==> config.mk <==
export PLATFORM = sky130hd
export DESIGN_NAME = conv_window_feeder
export DESIGN_NICKNAME = d
export VERILOG_FILES = /design/src/rtl/conv_pkg.sv /design/src/rtl/conv_window_feeder_line_buffer.sv /design/src/rtl/conv_window_feeder.sv
export SDC_FILE = /design/constraint.sdc
export NUM_CORES = 1
export LEC_CHECK = 0
export CAP_MARGIN = 25
export CORE_ASPECT_RATIO = 0.6
export CORE_UTILIZATION = 23
export CTS_CLUSTER_SIZE = 24
export DETAILED_ROUTE_END_ITERATION = 8
export DONT_BUFFER_PORTS = 1
export PLACE_DENSITY = 0.33
export SYNTH_ARGS = -nofsm -noshare
export SYNTH_HDL_FRONTEND = slang
export SYNTH_SLANG_ARGS = --single-unit
export TNS_END_PERCENT = 30
==> constraint.sdc <==
create_clock -name clk -period 4.7 [get_ports clk]
set_input_delay 1.41 -clock clk [delete_from_list [all_inputs] [get_ports clk]]
set_output_delay 1.41 -clock clk [all_outputs]
set_load 0.005 [all_outputs]
==> src/rtl/conv_pkg.sv <==
// Shared types and constants for the convolution front-end blocks.
// Pixels and weights are signed Q2.14 words.
package conv_pkg;

  localparam int DATA_W    = 16;
  localparam int FRAC_BITS = 14;

  typedef logic signed [DATA_W-1:0] pix_t;

  typedef enum logic [2:0] {
    ST_IDLE   = 3'd0,
    ST_LOAD_K = 3'd1,
    ST_EMIT_K = 3'd2,
    ST_IMAGE  = 3'd3,
    ST_DRAIN  = 3'd4
  } feeder_state_t;

  function automatic int wrap_inc(input int v, input int n);
    return (v >= n - 1) ? 0 : v + 1;
  endfunction

endpackage

==> src/rtl/conv_window_feeder_line_buffer.sv <==
// K-1 row history for the window feeder: one write and one K-1 deep column read at x.
// Physical rows rotate on each row wrap; read index 0 is always the oldest row.
module line_buffer
  import conv_pkg::*;
#(
  parameter int DATA_WIDTH  = 16,
  parameter int KERNEL_SIZE = 3,
  parameter int IMG_WIDTH   = 28,
  localparam int ROWS = KERNEL_SIZE - 1,
  localparam int XW   = $clog2(IMG_WIDTH),
  localparam int RW   = (ROWS > 1) ? $clog2(ROWS) : 1
) (
  input  logic                                  clk,
  input  logic                                  rst,
  input  logic                                  clr,
  input  logic                                  we,
  input  logic [XW-1:0]                         x,
  input  logic signed [DATA_WIDTH-1:0]          din,
  output logic signed [ROWS-1:0][DATA_WIDTH-1:0] rd
);

  logic signed [DATA_WIDTH-1:0] mem [ROWS][IMG_WIDTH];
  logic [RW-1:0] top;
  logic          wrap;

  assign wrap = we && (x == XW'(IMG_WIDTH - 1));

  always_ff @(posedge clk or posedge rst) begin
    if (rst) begin
      top <= '0;
    end else if (clr) begin
      top <= '0;
    end else if (wrap) begin
      top <= RW'(wrap_inc(int'(top), ROWS));
    end
  end

  // The oldest row is overwritten by the incoming pixel after it has been read.
  always_ff @(posedge clk) begin
    if (we) begin
      mem[top][x] <= din;
    end
  end

  always_comb begin
    int r;
    r = 0;
    for (int j = 0; j < ROWS; j++) begin
      r = int'(top) + j;
      if (r >= ROWS) r = r - ROWS;
      rd[j] = mem[RW'(r)][x];
    end
  end

endmodule

==> src/rtl/conv_window_feeder.sv <==
// Streaming front-end for the KxK convolution unit: loads a kernel, then turns a
// raster-order frame into K-element column vectors plus shift/latch/result strobes.
module conv_window_feeder
  import conv_pkg::*;
#(
  parameter int DATA_WIDTH  = 16,
  parameter int KERNEL_SIZE = 3,
  parameter int IMG_WIDTH   = 28,
  parameter int IMG_HEIGHT  = 28
) (
  input  logic                                         clk,
  input  logic                                         rst,
  input  logic                                         start,
  input  logic signed [DATA_WIDTH-1:0]                 s_data,
  input  logic                                         s_valid,
  output logic                                         s_ready,
  output logic signed [KERNEL_SIZE-1:0][DATA_WIDTH-1:0] col_out,
  output logic                                         kernel_load,
  output logic                                         valid_in,
  output logic                                         valid_out,
  output logic                                         result_valid,
  output logic                                         busy,
  output logic                                         frame_done
);

  localparam int K  = KERNEL_SIZE;
  localparam int KK = K * K;
  localparam int XW = $clog2(IMG_WIDTH);
  localparam int YW = $clog2(IMG_HEIGHT);
  localparam int KW = $clog2(KK);

  localparam logic [2:0] S_IDLE   = ST_IDLE;
  localparam logic [2:0] S_LOAD_K = ST_LOAD_K;
  localparam logic [2:0] S_EMIT_K = ST_EMIT_K;
  localparam logic [2:0] S_IMAGE  = ST_IMAGE;
  localparam logic [2:0] S_DRAIN  = ST_DRAIN;

  logic [2:0]    state;
  logic [XW-1:0] x;
  logic [YW-1:0] y;
  logic [KW-1:0] kidx;
  logic          drain_cnt;

  logic signed [DATA_WIDTH-1:0]            wk [KK];
  logic signed [K-2:0][DATA_WIDTH-1:0]     lb_rd;
  logic signed [K-1:0][DATA_WIDTH-1:0]     col_p1;
  logic                                    kl_p1, vld_p1, win_p1, vld_p2, vld_p3, done_p1;

  logic accept, x_last, y_last, k_last, c_last, win_p0, lb_we, lb_clr;

  assign s_ready = (state == S_LOAD_K) || (state == S_IMAGE);
  assign busy    = (state != S_IDLE);
  assign accept  = s_valid && s_ready;
  assign x_last  = (x == XW'(IMG_WIDTH - 1));
  assign y_last  = (y == YW'(IMG_HEIGHT - 1));
  assign k_last  = (kidx == KW'(KK - 1));
  assign c_last  = (kidx == KW'(K - 1));
  assign win_p0  = (y >= YW'(K - 1)) && (x >= XW'(K - 1));
  assign lb_we   = (state == S_IMAGE) && accept;
  assign lb_clr  = (state == S_IDLE) && start;

  line_buffer #(
    .DATA_WIDTH (DATA_WIDTH),
    .KERNEL_SIZE(KERNEL_SIZE),
    .IMG_WIDTH  (IMG_WIDTH)
  ) u_line_buffer (
    .clk(clk),
    .rst(rst),
    .clr(lb_clr),
    .we (lb_we),
    .x  (x),
    .din(s_data),
    .rd (lb_rd)
  );

  // Kernel store: loads as a shift chain, then each row rotates left once per
  // emitted column so position r*K always holds w[r][c].
  always_ff @(posedge clk) begin
    if (state == S_LOAD_K && accept) begin
      for (int i = 0; i < KK - 1; i++) wk[i] <= wk[i + 1];
      wk[KK-1] <= s_data;
    end else if (state == S_EMIT_K) begin
      for (int r = 0; r < K; r++)
        for (int c = 0; c < K; c++)
          wk[r*K + c] <= wk[r*K + ((c == K - 1) ? 0 : c + 1)];
    end
  end

  // p0 -> p1: column/strobe register; p1 -> p2: latch strobe; p2 -> p3: result strobe
  always_ff @(posedge clk or posedge rst) begin
    if (rst) begin
      state     <= S_IDLE;
      x         <= '0;
      y         <= '0;
      kidx      <= '0;
      drain_cnt <= 1'b0;
      col_p1    <= '0;
      kl_p1     <= 1'b0;
      vld_p1    <= 1'b0;
      win_p1    <= 1'b0;
      vld_p2    <= 1'b0;
      vld_p3    <= 1'b0;
      done_p1   <= 1'b0;
    end else begin
      kl_p1   <= 1'b0;
      vld_p1  <= 1'b0;
      done_p1 <= 1'b0;
      vld_p2  <= vld_p1 && win_p1;
      vld_p3  <= vld_p2;
      case (state)
        S_IDLE: begin
          if (start) begin
            state     <= S_LOAD_K;
            x         <= '0;
            y         <= '0;
            kidx      <= '0;
            drain_cnt <= 1'b0;
          end
        end
        S_LOAD_K: begin
          if (accept) begin
            if (k_last) begin
              kidx  <= '0;
              state <= S_EMIT_K;
            end else begin
              kidx <= kidx + 1'b1;
            end
          end
        end
        S_EMIT_K: begin
          for (int j = 0; j < K; j++) col_p1[j] <= wk[j*K];
          kl_p1  <= 1'b1;
          vld_p1 <= 1'b1;
          win_p1 <= 1'b0;
          if (c_last) begin
            kidx  <= '0;
            state <= S_IMAGE;
          end else begin
            kidx <= kidx + 1'b1;
          end
        end
        S_IMAGE: begin
          if (accept) begin
            for (int j = 0; j < K - 1; j++) col_p1[j] <= lb_rd[j];
            col_p1[K-1] <= s_data;
            vld_p1      <= 1'b1;
            win_p1      <= win_p0;
            if (x_last) begin
              x <= '0;
              y <= y_last ? '0 : y + 1'b1;
              if (y_last) state <= S_DRAIN;
            end else begin
              x <= x + 1'b1;
            end
          end
        end
        S_DRAIN: begin
          if (drain_cnt) begin
            drain_cnt <= 1'b0;
            done_p1   <= 1'b1;
            state     <= S_IDLE;
          end else begin
            drain_cnt <= 1'b1;
          end
        end
        default: state <= S_IDLE;
      endcase
    end
  end

  assign col_out      = col_p1;
  assign kernel_load  = kl_p1;
  assign valid_in     = vld_p1;
  assign valid_out    = vld_p2;
  assign result_valid = vld_p3;
  assign frame_done   = done_p1;

endmodule
Word-level counts from Yosys, hierarchy flattened
Memory sizes are Yosys's and may differ from the RTL's.
Index checks and enable logic that the tools add are counted.
- add/sub/neg operators: 6
- $lt $le $gt $ge: 7
- equal/unequal tests: 16
- mux-type cells: 62
- bitwise operators: 10
- reductions and logical operators: 22
- operators by type and width (operator ; count):
    $mux 448 ; 1
    $mux 16 ; 14
    $bmux 16 s5 ; 2
    $pmux 48 s2 ; 1
    $demux 16 s5 ; 1
    $mux 48 ; 1
    $mux 5 ; 6
    $mux 3 ; 8
    $pmux 5 s2 ; 2
    $mux 1 ; 17
    $mux 4 ; 4
    $ne 2x2->1 const B ; 8
    $pmux 3 s5 ; 1
    $pmux 4 s3 ; 1
    $add 5x1->5 const B ; 2
    $eq 5x5->1 const B ; 2
    $ge 5x2->1 const B ; 2
    $or 1x1->1 ; 9
    $logic_and 1x1->1 ; 8
    $reduce_and 8->1 ; 1
    $reduce_bool 2->1 ; 4
    $eq 3x2->1 const B ; 2
    $ge 6x6->1 const B ; 1
    $lt 6x1->1 const B ; 1
    other kinds (18) ; 24
- register bits after elaboration: 73
- memory bits (writable): 1040
- output and inout bits: 55
- memories: 2
- memory list (name ; words ; width ; read ports ; clocked after memory_dff ; write ports ; line ; RTL):
    u_line_buffer.mem ; 2 ; 448 ; 2 ; 0 ; 1 ; conv_window_feeder_line_buffer.sv:22 ; logic signed [DATA_WIDTH-1:0] mem [ROWS][IMG_WIDTH];
    wk ; 9 ; 16 ; 9 ; 0 ; 9 ; conv_window_feeder.sv:44 ; logic signed [DATA_WIDTH-1:0] wk [KK];

Depth between registers and ports, before layout
Gate-level depths: netlist of run 1.
An unclocked memory read counts as a cell.
- depth in word-level cells: 9
- mapped depth: 10
- mapped depth without buffers: 8

Modules after synthesis
A second synthesis of run 1 with hierarchy kept.
- cells, all modules: 2523
- area, all modules: 49167.2 um2
- modules (own cells, without submodules) (module ; times used ; cells an instance ; area each (um2) ; sequential area each (um2)):
    line_buffer ; 1 ; 1971 ; 40700.3 ; 26930.8
    conv_window_feeder ; 1 ; 552 ; 8466.9 ; 6125.9

Worst setup path before layout of run 1
OpenSTA, ideal clock, no wires.
- kind: input to register
- from: in s_valid
- to: mem wk[0][0], enable pin
- library setup time: 0.502 ns
- arrival time: 4.330 ns
- data required time: 4.198 ns
- setup slack: -0.133 ns
- cell stages on the path: 1
- path buffers: 0
- path through: a21o_1
- RTL lines (item ; line ; RTL):
    start, declared ; conv_window_feeder.sv:15 ; input logic s_valid,
    end, declared ; conv_window_feeder.sv:44 ;

Final worst setup path of run 1
- from: reg u_line_buffer.top
- to: reg col_p1 (netlist bit col_out[23])
- cells in the longest elaborated chain, start to end: 9
- ends and longest elaborated chain (item ; line ; RTL):
    start, declared ; conv_window_feeder_line_buffer.sv:23 ; logic [RW-1:0] top;
    start signal, assigned ; conv_window_feeder_line_buffer.sv:34 ; top <= RW'(wrap_inc(int'(top), ROWS));
    $add 1x1->2 * ; - ;
    $ge 2x2->1 or $sub 1x1->1 (tied branches) ; conv_window_feeder_line_buffer.sv:50 ; if (r >= ROWS) r = r - ROWS;
    $mux 1 * ; conv_window_feeder_line_buffer.sv:50 ;
    $mem_v2 2x448 * ; - ;
    $bmux 16 s5 * ; conv_window_feeder_line_buffer.sv:51 ; rd[j] = mem[RW'(r)][x];
    $mux 16 (implied by the code) * (2 in a row) ; conv_window_feeder_line_buffer.sv:51 ;
    $mux 48 * ; conv_window_feeder.sv:143 ; if (accept) begin
    $pmux 48 s2 * ; conv_window_feeder.sv:110 ; case (state)
    end signal, assigned by index ; conv_window_feeder.sv:145 ; col_p1[K-1] <= s_data;
    end, declared ; conv_window_feeder.sv:46 ; logic signed [K-1:0][DATA_WIDTH-1:0] col_p1;
Mark *: on every way between the ends. The rest lies on a longest branch, timed or not. The select of a mux whose other input is x is not followed.
A chain may end at the register's enable or synchronous reset.

==> metrics.md, run 1 <==
| Metric | Value |
|---|---|
| Hold WC Path Type | flip-flop to flip-flop |
| Setup ws final | 0.570 ns |
| Ys flop type | edfxtp_1 |
| Placer Congestion | 0.859 |
| Gate power share | 25.1% |
| Clk pwr share | 30.0% |
| Initial DRC count | 4,142 |
| Synth Area in Compound Gates | 5.82% |
| Crit path capture type | flip-flop |
| Vias in the first global route | 29,928 |
| Full die area | 0.222 mm^2 |
| Number of CTS-inserted buffers | 109 |
| Mapped Area | 0.0506 mm^2 |
| Adder-Cell Fraction of Synth Area | 0.222% |
| Post-CTS Setup Repair Bufs | 0 |
| Remaining antenna violation count | 0 |
| Worst Path Required | 5.26 ns |
| Register area share after synthesis | 65.3% |
| Post-CTS sizing | 0 |
| Final worst-path cycle share | 87.9% |
| CTS tree | done |
| Die Y | 365 um |
| Post-synth EDFFs | 1,040 |
| Post-route total power | 29.6 mW |
| Fin nets | 3,114 |
| Area delta synth->final | 15.4% |
| Clock sink total | 1,113 |
| GRT Total Usage | 18.3% |
| Syn_area_per_cell | 17.0 um^2 |
| Yosys warning count | 0 |
| Grt ovf | 0 |
| Main combinational cell family by area after synthesis | multiplexers |
| Final Critical Period | 4.13 ns |
| Synth top area cells | edfxtp_1, mux4_2, mux2i_1, dfrtp_1, a22oi_1 |
| Number of I/O port buffers | 0 |
| Fmax | 242 MHz |
| Pre-CTS setup slack | 0.648 ns |
| Pin slew with the least headroom to its limit | 1.24 ns |
| NetSw | 9.93 mW |
| Yosys reg bits | 1,113 |
| Sequential power share | 44.9% |
| Run status | finished clean |
| Leakage | 17.7 nW |
| Slew headroom | 17.5% |
| Total negative slack | 0 ns |
| Routed len/inst | 34.2 um |
| Final WL | 207 mm |
| Crit start category | flip-flop |
| Mux cell area share after synthesis | 21.9% |
| Clock skew | 0.0381 ns |
| Crit Path Class | flip-flop to flip-flop |
| Synth area leader | edfxtp_1 |
| Synth Area in Simple Gates | 3.73% |
| DP Wirelength | 143 mm |
| CP max FO | 30 |
| H-tree depth | 3 |
| Pins Over Slew Limit | 0 |
| RSZ-0062 raised after global routing | no |
| DP Area | 0.0549 mm^2 |
| Root Buffer | clkbuf_16 |
| Largest net degree at the start of global routing | 69 |
| Distinct cells, synth | 60 |
| Worst skew pair latency | 0.73 ns |
| P per Cell Area | 506 mW/mm^2 |
| Top cell type's share of synthesized area | 61.7% |
| Layout cell share with drive strength beyond 1 | 24.8% |
| Via count | 30,673 |
| Initial antenna violation count | 28 |
| FP Rows | 132 |
| Asr flop ratio synth | 6.56% |
| Internal power | 19.7 mW |
| Synth Net Count | 2,998 |
| # Max-Cap Violations | 0 |
| CTS Hold Bufs | 0 |
| Io pins | 75 |
| Post-synthesis xor/xnor area fraction | 0.0519% |
| Worst Path Arrival | 4.69 ns |
| # DRC | 0 |
| Final Hold Fails | 0 |
| First-pass GRT wire length | 277 mm |
| Mapped Cells | 2,969 |
| Drt pass-1 iters | 7 |
| Die Wd | 608 um |
| Maximum vdd drop | 312 uV |
| Final setup vio count | 0 |
| Non-Filler Cell Area, Final | 0.0584 mm^2 |
| Initial Utilization | 23.3% |
| Switching share of total power | 33.6% |
| Core area | 0.217 mm^2 |
| Vias per cell | 5.06 |
| Clock slew seen by the registers of the worst setup and hold paths | 0.07 ns |
| Deepest clock path buffer count | 3 |
power groups by stage:
stage | Combinational [mW] | Clock [mW] | Sequential, mW
2_1_floorplan | 4.44 | 0 | 12.8
4_1_cts | 7.46 | 9.12 | 13.3
5_1_grt | 7.86 | 9.43 | 13.4
6_report | 7.42 | 8.88 | 13.3
3_5_place_dp | 7.42 | 0 | 13.5
3_3_place_gp | 7.39 | 0 | 13.5
logic make-up after synthesis:
kind of cell | after synthesis
buf+inv | 236
simple gates | 428
fa+ha+maj | 9
flops | 1113
compound gates | 420
xor+xnor | 3
mux | 760
critical path: stages (launching register included):
cell	delay [ns]
dfrtp_4	0.87
buf_12	0.33
buf_12	0.26
buf_4	0.24
mux2i_1	0.24
a22oi_1	0.09
nand3_1	0.34
nand4_1	0.42
nor3_1	0.84
o31ai_1	0.15
placed cells by master, fill, tap and decap left out, drive strengths merged, types with 9 or more instances in the layout:
| master | n |
|---|---|
| edfxtp | 1040 |
| mux2i | 434 |
| mux4 | 272 |
| buf | 228 |
| nand2 | 144 |
| clkbuf | 143 |
| nor2 | 141 |
| a22oi | 138 |
| nand3 | 82 |
| dfrtp | 73 |
| o21ai | 67 |
| a221oi | 62 |
| mux2 | 54 |
| a21oi | 50 |
| o22ai | 44 |
| clkinv | 44 |
| nand4 | 21 |
| inv | 17 |
| o31ai | 15 |
| a31oi | 13 |
| diode | 12 |
| ha | 9 |
| nor3 | 9 |
area by class of cell:
cell class | instances | area (um^2)
clock buffers | 143 | 2980
multi-input cells | 1620 | 16300
repair buffers | 228 | 1960
flip-flops and latches | 1113 | 33100
well taps | 2881 | 3600
fillers | 21713 | 159000
clock inverters | 56 | 454
inverters | 13 | 56.3
diodes | 12 | 30.0
final timing paths:
kind	from	endpoint	slack [ns]	cells past startpoint
max in group asynchronous	rst	col_out[34]$_DFFE_PP0P_	3.22	3
worst max register to register	u_line_buffer.top$_DFFE_PP0P_	col_out[23]$_DFFE_PP0P_	0.57	9
worst min-delay path	valid_out$_DFF_PP0_	result_valid$_DFF_PP0_	0.41	0
worst min register to register	valid_out$_DFF_PP0_	result_valid$_DFF_PP0_	0.41	0
worst max-delay path	u_line_buffer.top$_DFFE_PP0P_	col_out[23]$_DFFE_PP0P_	0.57	9
min in group asynchronous	rst	u_line_buffer.top$_DFFE_PP0P_	0.56	1
flip-flops by register name, indices dropped and copies added (netlist names):
register           count
valid_in               1
win_p1                 1
col_out               48
drain_cnt              1
wk                   144
y                      5
u_line_buffer.top      1
result_valid           1
valid_out              1
frame_done             1
x                      5
kernel_load            1
u_line_buffer.mem    896
state                  3
kidx                   4
stage by stage:
step	hold slack, ns	std cells	util [%]
floorplan	0.376	2969	-
global placement	0.395	5847	25.3
detailed placement	0.397	5851	25.3
CTS	0.411	6050	26.9
global route	0.422	6054	26.9
finish	0.406	6066	26.9
per-layer routing:
metal	vias to the layer above	part of all wire, %	wire length, um	GRT usage (%)
met5	-	0.020	41	0
met4	6	1.7	3440	3.10
met3	192	9.7	20200	5.52
met2	1338	39	80600	24.4
met1	16714	50	103000	28.6
li1	12423	-	-	-
cell usage after synthesis (10+ instances only):
| cell | instances |
|---|---|
| nand2_1 | 144 |
| dfrtp_1 | 73 |
| clkbuf_1 | 59 |
| nand3_1 | 82 |
| o22ai_1 | 43 |
| buf_2 | 72 |
| a31oi_1 | 13 |
| a22oi_1 | 138 |
| mux2_2 | 54 |
| inv_1 | 11 |
| nand4_1 | 21 |
| mux4_2 | 272 |
| buf_6 | 31 |
| nor2_1 | 141 |
| o31ai_1 | 10 |
| edfxtp_1 | 1040 |
| a21oi_1 | 50 |
| o21ai_0 | 58 |
| mux2i_1 | 434 |
| a221oi_1 | 61 |
| buf_4 | 41 |
No activity file was read; power rests on OpenSTA's default activity.
==> run 2, diff against run 1 <==
--- a/config.mk
+++ b/config.mk
@@ -14,5 +14,6 @@
 export PLACE_DENSITY = 0.33
 export SYNTH_ARGS = -nofsm -noshare
 export SYNTH_HDL_FRONTEND = slang
+export SYNTH_HIERARCHICAL = 1
 export SYNTH_SLANG_ARGS = --single-unit
 export TNS_END_PERCENT = 30
==> metrics.md, run 2 <==
| Metric | Value |
|---|---|
| Root Buffer | clkbuf_16 (unchanged) |
| Post-synth top cells | edfxtp_1, mux4_2, a22oi_1, nand2_1, mux2i_1 (was edfxtp_1, mux2i_1, mux4_2, nand2_1, nor2_1) |
| Final setup vio count | 0 (unchanged) |
| Total negative slack | 0 ns (unchanged) |
| R2R depth | 6 (was 9) |
| Die Y | 360 um (was 365 um) |
| Clock slew seen by the registers of the worst setup and hold paths | 0.07 ns (about the same) |
| Mapped Area | 0.0492 mm^2 (was 0.0506 mm^2) |
| Final worst-path cycle share | 78.3% (was 87.9%) |
| Final Hold Fails | 0 (unchanged) |
| Crit Path Class | flip-flop to flip-flop (unchanged) |
| Fmax | 272 MHz (was 242 MHz) |
| Syn_area_per_cell | 19.5 um^2 (was 17.0 um^2) |
| Worst Path Arrival | 4.27 ns (was 4.69 ns) |
| Max reg flops | 896 (unchanged) |
| Mapped Cells | 2,523 (was 2,969) |
| Maximum vdd drop | 447 uV (was 312 uV) |
| Deepest clock path buffer count | 3 (unchanged) |
| Worst skew pair latency | 0.72 ns (was 0.73 ns) |
| # Max-Cap Violations | 0 (unchanged) |
| Top cell type's share of synthesized area | 63.5% (was 61.7%) |
| Remaining antenna violation count | 0 (unchanged) |
| Slew headroom | 26.3% (was 17.5%) |
| Main combinational cell family by area after synthesis | multiplexers (unchanged) |
| Final WL | 174 mm (was 207 mm) |
| Yosys reg bits | 1,113 (unchanged) |
| Post-synthesis xor/xnor area fraction | 0.0356% (was 0.0519%) |
| Pins Over Slew Limit | 0 (unchanged) |
| Critical path cell sequence | inv_1 > buf_4 > nor3_1 > o211ai_1 > mux2i_1 > o21ai_0 (was buf_12 > buf_12 > buf_4 > mux2i_1 > a22oi_1 > nand3_1 > nand4_1 > nor3_1 > o31ai_1) |
| Placer Congestion | 0.815 (was 0.859) |
| Hold_ws | 0.402 ns (was 0.406 ns) |
| Distinct cells, synth | 71 (was 60) |
| Leading cell type in the layout, fill and taps excluded | edfxtp_1 (unchanged) |
| Ys flop type | edfxtp_1 (unchanged) |
| CP max FO | 29 (was 30) |
| Hold depth | 0 (unchanged) |
| Synth Area in Simple Gates | 3.39% (was 3.73%) |
| Critical Path Slowest Stage Cell | dfrtp_4 (unchanged) |
| # DRC | 0 (unchanged) |
| Largest Register | u_line_buffer/mem (was u_line_buffer.mem) |
| Io pins | 75 (unchanged) |
| Most frequent cells in the layout | edfxtp_1, mux4_2, a22oi_1 (was edfxtp_1, mux2i_1, mux4_2) |
| Full die area | 0.216 mm^2 (was 0.222 mm^2) |
| Drt pass-1 iters | 5 (was 7) |
| Vias per cell | 4.91 (was 5.06) |
| Worst R2R Start | u_line_buffer/top$_DFFE_PP0P_ (was u_line_buffer.top$_DFFE_PP0P_) |
| Crit start category | flip-flop (unchanged) |
| WP buf/inv | 2 (was 3) |
| Post-synth EDFFs | 1,040 (unchanged) |
| Synth top area cells | edfxtp_1, mux4_2, dfrtp_1, a22oi_1, mux2i_1 (was edfxtp_1, mux4_2, mux2i_1, dfrtp_1, a22oi_1) |
| Largest net degree at the start of global routing | 145 (was 69) |
| CTS tree | done (unchanged) |
| Crit-path leading delay family | buffers and inverters (was simple AND/OR/NAND/NOR gates) |
| GRT Total Usage | 15.9% (was 18.3%) |
| Pin slew with the least headroom to its limit | 1.11 ns (was 1.24 ns) |
| Layout cell share with drive strength beyond 1 | 31.8% (was 24.8%) |
| R2R Setup Slk | 1.02 ns (was 0.57 ns) |
| Die Wd | 599 um (was 608 um) |
| Synth Net Count | 2,550 (was 2,998) |
| Final Critical Period | 3.68 ns (was 4.13 ns) |
| First-pass GRT wire length | 237 mm (was 277 mm) |
| FP Rows | 131 (was 132) |
| P per Cell Area | 507 mW/mm^2 (was 506 mW/mm^2) |
| Fin nets | 2,636 (was 3,114) |
| Initial DRC count | 3,080 (was 4,142) |
| Synth Area in Compound Gates | 4.69% (was 5.82%) |
| Worst Path Required | 5.28 ns (was 5.26 ns) |
| Count leader, synth | edfxtp_1 (unchanged) |
| Number of I/O port buffers | 0 (unchanged) |
| CTS Hold Bufs | 0 (unchanged) |
| Worst Hold End | result_valid$_DFF_PP0_ (unchanged) |
| DP Wirelength | 121 mm (was 143 mm) |
| Synth area leader | edfxtp_1 (unchanged) |
| H-tree depth | 3 (unchanged) |
| Core area | 0.212 mm^2 (was 0.217 mm^2) |
| Asr flop ratio synth | 6.56% (unchanged) |
| Post-CTS sizing | 0 (unchanged) |
| Worst hold start | valid_out$_DFF_PP0_ (unchanged) |
| Run status | finished clean (unchanged) |
| Number of CTS-inserted buffers | 113 (was 109) |
| Vias in the first global route | 27,049 (was 29,928) |
| Hold WC Path Type | flip-flop to flip-flop (unchanged) |
| Leakage | 17.1 nW (was 17.7 nW) |
| Initial antenna violation count | 10 (was 28) |
| Initial Utilization | 23.1% (was 23.3%) |
| Yosys warning count | 6 (was 0) |
| Adder-Cell Fraction of Synth Area | 0.178% (was 0.222%) |
| Mux cell area share after synthesis | 22.0% (was 21.9%) |
| Via count | 27,357 (was 30,673) |
| Grt ovf | 0 (unchanged) |
| Area delta synth->final | 15.8% (was 15.4%) |
| RSZ-0062 raised after global routing | no (unchanged) |
| Crit path capture type | flip-flop (unchanged) |
| Routed len/inst | 31.2 um (was 34.2 um) |
| Clock skew | 0.0353 ns (was 0.0381 ns) |
| Post-CTS Setup Repair Bufs | 0 (unchanged) |
| Reg-to-reg endpoint | col_out[23]$_DFFE_PP0P_ (unchanged) |
| Register area share after synthesis | 67.2% (was 65.3%) |
| Clock sink total | 1,113 (unchanged) |
| Max incr delay on CP | 0.91 ns (was 0.87 ns) |
[run 2: changes by cell type after synthesis, moves of 14 or more]
cell      delta
clkbuf_1    -26
or3_1       +14
o22ai_1     -30
nor2_1      -66
a22o_1      +21
mux2i_1    -342
nand2_1     -47
mux4_2     +137
nand3_1     -56
a21oi_1     -28
a221oi_1    -52
[run 2: cells by family after synthesis]
logic type               count (synthesis)
flip-flops                            1113
multiplexers                           561
AO/OA/AOI/OAI                          329
AND/OR/NAND/NOR                        315
buffers and inverters                  196
adder cells (fa/ha/maj)                  7
XOR/XNOR                                 2
[run 2: cell type report]
cell class / count / area [um^2]
multi-input combinational: 1214 / 15100
tap: 2859 / 3580
timing repair buffer: 154 / 1430
inverter: 13 / 53.8
fill: 21187 / 155000
clock inverter: 76 / 722
sequential: 1113 / 33100
clock buffer: 135 / 2990
antenna: 5 / 12.5
[run 2: power by group]
part	switching, mW	total, mW	leakage (nW)	internal (mW)
Sequential	0.778	13.0	10.3	12.2
Combinational	4.06	6.56	4.97	2.51
Clock	4.12	9.32	1.81	5.20
[run 2: metrics by stage]
stage	power (mW)	setup slack [ns]	utilization, %	cell area, um^2	std cells
after floorplan	17.1	0.287	-	49200	2523
after global placement	19.8	0.652	25.1	53200	5353
after detailed placement	19.9	0.649	25.1	53200	5353
after CTS	29.3	0.985	26.8	56900	5564
after global routing	30.1	0.870	26.8	56900	5564
final	28.9	1.02	26.8	57000	5569
[run 2: worst max-delay path by stage]
stage                                  startpoint                                   to  slack, ns  depth (start not counted)
floorplan                                 s_valid                   wk[0][0]$_DFFE_PP_       0.29                          2
global placement                          s_valid  u_line_buffer/mem[0][115]$_DFFE_PP_       0.65                          6
global route        u_line_buffer/top$_DFFE_PP0P_              col_out[13]$_DFFE_PP0P_       0.87                          8
CTS                 u_line_buffer/top$_DFFE_PP0P_              col_out[20]$_DFFE_PP0P_       0.99                          7
detailed placement                        s_valid   u_line_buffer/mem[1][35]$_DFFE_PP_       0.65                          6
finish              u_line_buffer/top$_DFFE_PP0P_              col_out[23]$_DFFE_PP0P_       1.02                          6
[run 2: metal layers]
layer / up-vias / GRT usage, % / share of wire (%) / wire, um
li1: 10951 / - / - / -
met1: 15259 / 25.5 / 51 / 88200
met2: 963 / 21.8 / 41 / 70800
met3: 182 / 2.99 / 6.5 / 11300
met4: 2 / 2.99 / 1.9 / 3280
met5: - / 0 / 0.0075 / 13
[run 2: worst reg2reg max path, stage by stage (launching register included)]
cell,delay (ns)
dfrtp_4,0.91
inv_1,0.77
buf_4,0.47
nor3_1,0.78
o211ai_1,0.32
mux2i_1,0.21
o21ai_0,0.09
